`config.mk`:
```
export PLATFORM = sky130hd
export DESIGN_NAME = alu_result_sel_pipe_flat
export DESIGN_NICKNAME = d
export VERILOG_FILES = /design/src/rtl/alu_result_sel_pipe_if.sv /design/src/rtl/alu_result_sel_pipe.sv /design/src/flat_wrapper.sv
export SDC_FILE = /design/constraint.sdc
export NUM_CORES = 1
export LEC_CHECK = 0
export BUFFER_PORTS_ARGS = -buffer_cell sky130_fd_sc_hd__buf_2
export CAP_MARGIN = 20
export CORE_AREA = 4 4 101 79
export CTS_BUF_LIST = sky130_fd_sc_hd__clkbuf_16
export CTS_CLUSTER_DIAMETER = 200
export DETAILED_ROUTE_END_ITERATION = 8
export DIE_AREA = 0 0 105 83
export HOLD_SLACK_MARGIN = 0.05
export PLACE_DENSITY = 0.74
export SLEW_MARGIN = 20
export SYNTH_ARGS = -nofsm -noshare
export SYNTH_HDL_FRONTEND = slang
export SYNTH_SLANG_ARGS = --single-unit
```
`constraint.sdc`:
```
create_clock -name clk -period 1.71 [get_ports clk]
set_input_delay 0.0855 -clock clk [delete_from_list [all_inputs] [get_ports clk]]
set_output_delay 0.0855 -clock clk [all_outputs]
set_load 0.03 [all_outputs]
```
`src/rtl/alu_result_sel_pipe_if.sv`:
```
// rtl/alu_result_sel_pipe_if.sv - handshake bundle for alu_result_sel_pipe
// Optional out_zero/out_neg exist only when ALU_SEL_FLAGS_EN is defined.
interface alu_result_sel_pipe_if #(
  parameter int WIDTH  = 8,
  parameter int NUM_CH = 16,
  parameter int LOAD_W = 4
);
  localparam int SEL_W = ($clog2(NUM_CH) < 1) ? 1 : $clog2(NUM_CH);

  logic [NUM_CH*WIDTH-1:0] in_data;
  logic [LOAD_W-1:0]       load;
  logic [SEL_W-1:0]        sel;
  logic                    enable;
  logic                    in_valid;
  logic                    in_ready;
  logic [WIDTH-1:0]        out_data;
  logic                    out_err;
  logic                    out_valid;
  logic                    out_ready;
`ifdef ALU_SEL_FLAGS_EN
  logic                    out_zero;
  logic                    out_neg;

  modport master (
    output in_data, load, sel, enable, in_valid, out_ready,
    input  in_ready, out_data, out_err, out_valid, out_zero, out_neg
  );
  modport slave (
    input  in_data, load, sel, enable, in_valid, out_ready,
    output in_ready, out_data, out_err, out_valid, out_zero, out_neg
  );
`else
  modport master (
    output in_data, load, sel, enable, in_valid, out_ready,
    input  in_ready, out_data, out_err, out_valid
  );
  modport slave (
    input  in_data, load, sel, enable, in_valid, out_ready,
    output in_ready, out_data, out_err, out_valid
  );
`endif
endinterface

```
`src/rtl/alu_result_sel_pipe.sv`:
```
// rtl/alu_result_sel_pipe.sv - registered ALU result select with one-entry skid buffer
// Optional zero/negative flags: define ALU_SEL_FLAGS_EN.
module alu_result_sel_pipe #(
  parameter int WIDTH  = 8,
  parameter int NUM_CH = 16,
  parameter int LOAD_W = 4
) (
  input  logic                 clk,
  input  logic                 rst_n,
  alu_result_sel_pipe_if.slave bus
);
  localparam int SEL_W = ($clog2(NUM_CH) < 1) ? 1 : $clog2(NUM_CH);

  typedef struct packed {
`ifdef ALU_SEL_FLAGS_EN
    logic             zero;
    logic             neg;
`endif
    logic             err;
    logic [WIDTH-1:0] data;
  } beat_t;

  // Encoding mirrors {skid_valid, out_valid}; 2'b10 is unreachable.
  typedef enum logic [1:0] {
    EMPTY = 2'b00,
    ONE   = 2'b01,
    FULL  = 2'b11
  } state_t;

  state_t state_q, state_d;
  beat_t  out_q, out_d;
  beat_t  skid_q, skid_d;
  beat_t  result;
  logic   hit;
  logic   in_xfer;
  logic   out_xfer;

  always_comb begin
    result = '0;
    hit    = 1'b0;
    for (int k = 0; k < NUM_CH; k++) begin
      if (bus.sel == SEL_W'(k)) begin
        hit = 1'b1;
        if (bus.enable) result.data = bus.in_data[k*WIDTH +: WIDTH];
      end
    end
    if (!bus.enable) begin
      result.data[LOAD_W-1:0] = bus.load;
    end else if (!hit) begin
      result.err = 1'b1;
    end
`ifdef ALU_SEL_FLAGS_EN
    result.zero = (result.data == '0);
    result.neg  = result.data[WIDTH-1];
`endif
  end

  assign bus.in_ready  = (state_q != FULL);
  assign bus.out_valid = (state_q != EMPTY);
  assign in_xfer       = bus.in_valid && bus.in_ready;
  assign out_xfer      = bus.out_valid && bus.out_ready;

  always_comb begin
    state_d = state_q;
    out_d   = out_q;
    skid_d  = skid_q;
    case (state_q)
      EMPTY: begin
        if (in_xfer) begin
          out_d   = result;
          state_d = ONE;
        end
      end
      ONE: begin
        if (in_xfer && out_xfer) begin
          out_d = result;
        end else if (in_xfer) begin
          skid_d  = result;
          state_d = FULL;
        end else if (out_xfer) begin
          state_d = EMPTY;
        end
      end
      FULL: begin
        if (out_xfer) begin
          out_d   = skid_q;
          skid_d  = '0;
          state_d = ONE;
        end
      end
      default: state_d = EMPTY;
    endcase
  end

  always_ff @(posedge clk) begin
    if (!rst_n) begin
      state_q <= EMPTY;
      out_q   <= '0;
      skid_q  <= '0;
    end else begin
      state_q <= state_d;
      out_q   <= out_d;
      skid_q  <= skid_d;
    end
  end

  assign bus.out_data = out_q.data;
  assign bus.out_err  = out_q.err;
`ifdef ALU_SEL_FLAGS_EN
  assign bus.out_zero = out_q.zero;
  assign bus.out_neg  = out_q.neg;
`endif
endmodule

```
`src/flat_wrapper.sv`:
```
// flat-port wrapper written by rule: the top's interface ports become plain ports
module alu_result_sel_pipe_flat 
#(
  parameter int WIDTH  = 8,
  parameter int NUM_CH = 16,
  parameter int LOAD_W = 4
)
  (clk, rst_n, bus_in_data, bus_load, bus_sel, bus_enable, bus_in_valid, bus_out_ready, bus_in_ready, bus_out_data, bus_out_err, bus_out_valid);
  alu_result_sel_pipe_if #(.WIDTH(WIDTH), .NUM_CH(NUM_CH), .LOAD_W(LOAD_W)) bus_i ();
  input  logic clk;
  input  logic rst_n;
  input wire logic [$bits(bus_i.in_data)-1:0] bus_in_data;
  input wire logic [$bits(bus_i.load)-1:0] bus_load;
  input wire logic [$bits(bus_i.sel)-1:0] bus_sel;
  input wire logic [$bits(bus_i.enable)-1:0] bus_enable;
  input wire logic [$bits(bus_i.in_valid)-1:0] bus_in_valid;
  input wire logic [$bits(bus_i.out_ready)-1:0] bus_out_ready;
  output wire logic [$bits(bus_i.in_ready)-1:0] bus_in_ready;
  output wire logic [$bits(bus_i.out_data)-1:0] bus_out_data;
  output wire logic [$bits(bus_i.out_err)-1:0] bus_out_err;
  output wire logic [$bits(bus_i.out_valid)-1:0] bus_out_valid;
  assign bus_i.in_data = bus_in_data;
  assign bus_i.load = bus_load;
  assign bus_i.sel = bus_sel;
  assign bus_i.enable = bus_enable;
  assign bus_i.in_valid = bus_in_valid;
  assign bus_i.out_ready = bus_out_ready;
  assign bus_in_ready = bus_i.in_ready;
  assign bus_out_data = bus_i.out_data;
  assign bus_out_err = bus_i.out_err;
  assign bus_out_valid = bus_i.out_valid;
  alu_result_sel_pipe #(.WIDTH(WIDTH), .NUM_CH(NUM_CH), .LOAD_W(LOAD_W)) u_core (.clk(clk), .rst_n(rst_n), .bus(bus_i));
endmodule
```
==> out/qor.txt <==
status = finished, violations left
failing checks = setup timing
initial antenna violation count = 0
Total GRT Usage = 0.2869
total CTS buffers = 3
clock tree buffer depth = 2
worst reg2reg endpoint = u_core.state_q[0]
die width = 105 um
Worst-path clk slew = 60 ps
Worst Skew = 1.170 ps
setup TNS = -32.44 ps
Worst setup SP type = flop
max incr delay on CP = 370 ps
Root Buffer = clkbuf_16
Final ANT Viol Nets = 0
Register-to-Register Setup Slack = -20 ps
Seq/Total Area, Yosys = 0.1386
Slew Viols, Final = 0
CTS tree = built
number of max-cap violations = 0
share of cells above drive strength 1 = 0.5025
Final Total Pwr = 2998 uW
Core Util, Final = 0.6577
maximum VDD drop = 0.5429 mV
worst skew pair latency = 250 ps
# rows = 27
clock sink count = 20
pwr dens = 642.7 mW/mm^2
Routability Congestion = 0.9160
Cell Chain, Critical Path = buf_6 -> inv_4 -> ha_4 -> nand2b_4 -> o22ai_1 -> a221o_1 -> a211o_1 -> a21oi_2
vias in the first global route = 4166
Critical Path End Type = flop
H-tree depth = 1
CP Data Required Time = 1890 ps
largest net degree at the start of global routing = 22
Routed wire per std cell = 19.60 um
Slew HR = 0.7025
Mapped Cells = 394
first-pass GRT wire length = 20760 um
ys flop type = dfxtp_1
Die Ht = 83 um
Crit Path Category = reg2reg
area of the core = 0.007094 mm^2
CP arrival = 1910 ps
ant diodes = 0
# fillers = 648
Slew @ Worst Pin = 443.5 ps
drt total wl = 13640 um
Ys Warns = 0
fin nets = 757
Mean Syn Cell Area = 7.329 um^2
drc violations = 0
EDFF count, synth = 0
FF-to-FF Start = u_core.state_q[0]
I/O pin total = 152
post-synthesis instance area = 0.002888 mm^2
GR Overflow Total = 0
LEAKAGE = 0.002083 uW
CP Max Fanout = 3
Min Clock Period, post-route = 1732 ps
Port Buf Inserts = 151
Iteration-0 DRC Markers = 353
Worst Min Path Start = bus_in_data[124]
hold depth = 3
Fmax = 0.5775 GHz
final setup margin = -21.67 ps
worst hold endpoint = u_core.skid_q[4]
# hold bufs at CTS = 0
via count = 4307
RSZ-0062 raised after global routing = yes
final hold vios = 0
Setup Viol. Count Final = 2
Seq cells post-synth = 20
dpl cells = 690
Worst R2R Path Depth = 8
Vias per Instance = 6.188
Die Area = 0.008715 mm^2
HPWL Detailed = 11170 um
CP max stage cell = a221o_1
Async SR Flop Fraction = 0
Net Count, Synth = 540
fin cells = 696
crit share post-route = 1.013
detailed-router iteration count before antenna repair = 5
area delta synth->final = 61.57%
Initial Utilization = 0.4071
Tightest Hold Check Type = in2reg
Post-Place Setup Slack = -240.0 ps
Netlist cell types = 74
-- layer usage --
metal	up-vias	part of all wire	global-route usage
li1	1980	-	-
met1	2023	0.42	0.4079
met2	278	0.46	0.4648
met3	26	0.10	0.04118
met4	0	0.017	0.05125
met5	-	0	0
-- repair_timing --
item                                    in CTS  in global routing
gates resized for setup                     26                 37
buffers inserted                             1                  3
pin swaps                                    1                 16
endpoints found under the setup margin      20                 18
gates cloned                                 0                  0
endpoints found under the hold margin        0                  0
-- critical path: cells and delay by family (launching register included) --
family | cells | cell delay, ps
and+or+nand+nor | 1 | 160
AOI/OAI and AO/OA | 4 | 820
buffers and inverters | 2 | 180
DFF | 1 | 350
adders and majority gates | 1 | 150
-- stage by stage --
step,area (um^2),hold slack (ps)
floorplan,2894,223.8
detailed placement,4308,400.4
finish,4666,141.4
global placement,4308,396.8
global route,4666,168.7
CTS,4502,144.1
-- cells in the mapped netlist (all sizes together) (11+ instances only) --
master,instances,area share
buf,23,0.049
inv,14,0.019
o21ai,31,0.054
nor3,11,0.019
nand2,17,0.022
dfxtp,20,0.14
a22oi,14,0.042
clkbuf,13,0.017
a21oi,62,0.11
nor2,17,0.022
nand2b,14,0.030
nor2b,11,0.025
-- sequential cells by signal, summed over array words and instances (netlist names) --
signal,flops
u_core.bus.out_data,8
u_core.bus.out_err,1
u_core.state_q,2
u_core.skid_q,9
-- cell families after synthesis --
| family | share of synthesized area |
|---|---|
| AO/OA/AOI/OAI | 0.4701 |
| AND/OR/NAND/NOR | 0.2565 |
| buffers and inverters | 0.08708 |
| flip-flops | 0.1386 |
| multiplexers | 0.02600 |
| adder cells (fa/ha/maj) | 0.02166 |
-- where the power goes --
part | switching (uW) | internal [uW] | leakage [uW] | total (uW)
registers | 67.1 | 579 | 0.000165 | 646
clock network | 171 | 308 | 0.0000370 | 479
logic | 994 | 879 | 0.00188 | 1870
-- worst max-delay path by stage --
stage	start	end	slack [ps]	cells past startpoint
final	u_core.state_q[0]	u_core.state_q[0]	-20	8
after floorplan	u_core.state_q[0]	u_core.bus.out_data[4]	-30	7
after CTS	u_core.state_q[0]	u_core.state_q[0]	-10	8
after global placement	bus_sel[1]	u_core.bus.out_data[2]	-200	7
after detailed placement	bus_sel[1]	u_core.bus.out_data[0]	-240	7
after global routing	u_core.state_q[0]	u_core.state_q[0]	-110	8
-- layout by cell type (no fill, tap or decap), types with 5 or more instances in the layout --
cell type	count
nand3b_1	9
a21oi_1	57
o21ai_1	7
a31oi_1	6
buf_2	151
o21ai_0	23
nand2b_1	12
nor2b_1	8
a211oi_1	7
nand3_1	6
nor2_1	12
o221a_1	5
buf_4	90
a22oi_1	10
nand2_1	17
inv_1	10
nor3_1	9
dfxtp_1	18
o22ai_1	8
-- final cells by class --
cell class	count	area [um^2]	share of cell area
Timing Repair Buffer	248	1536	0.3293
Clock buffer	3	75.07	0.01609
Inverter	15	65.06	0.01394
Tap cell	87	108.9	0.02333
Multi-Input combinational cell	323	2472	0.5299
Sequential cell	20	407.9	0.08742
Power figures use the tool's default switching activity.
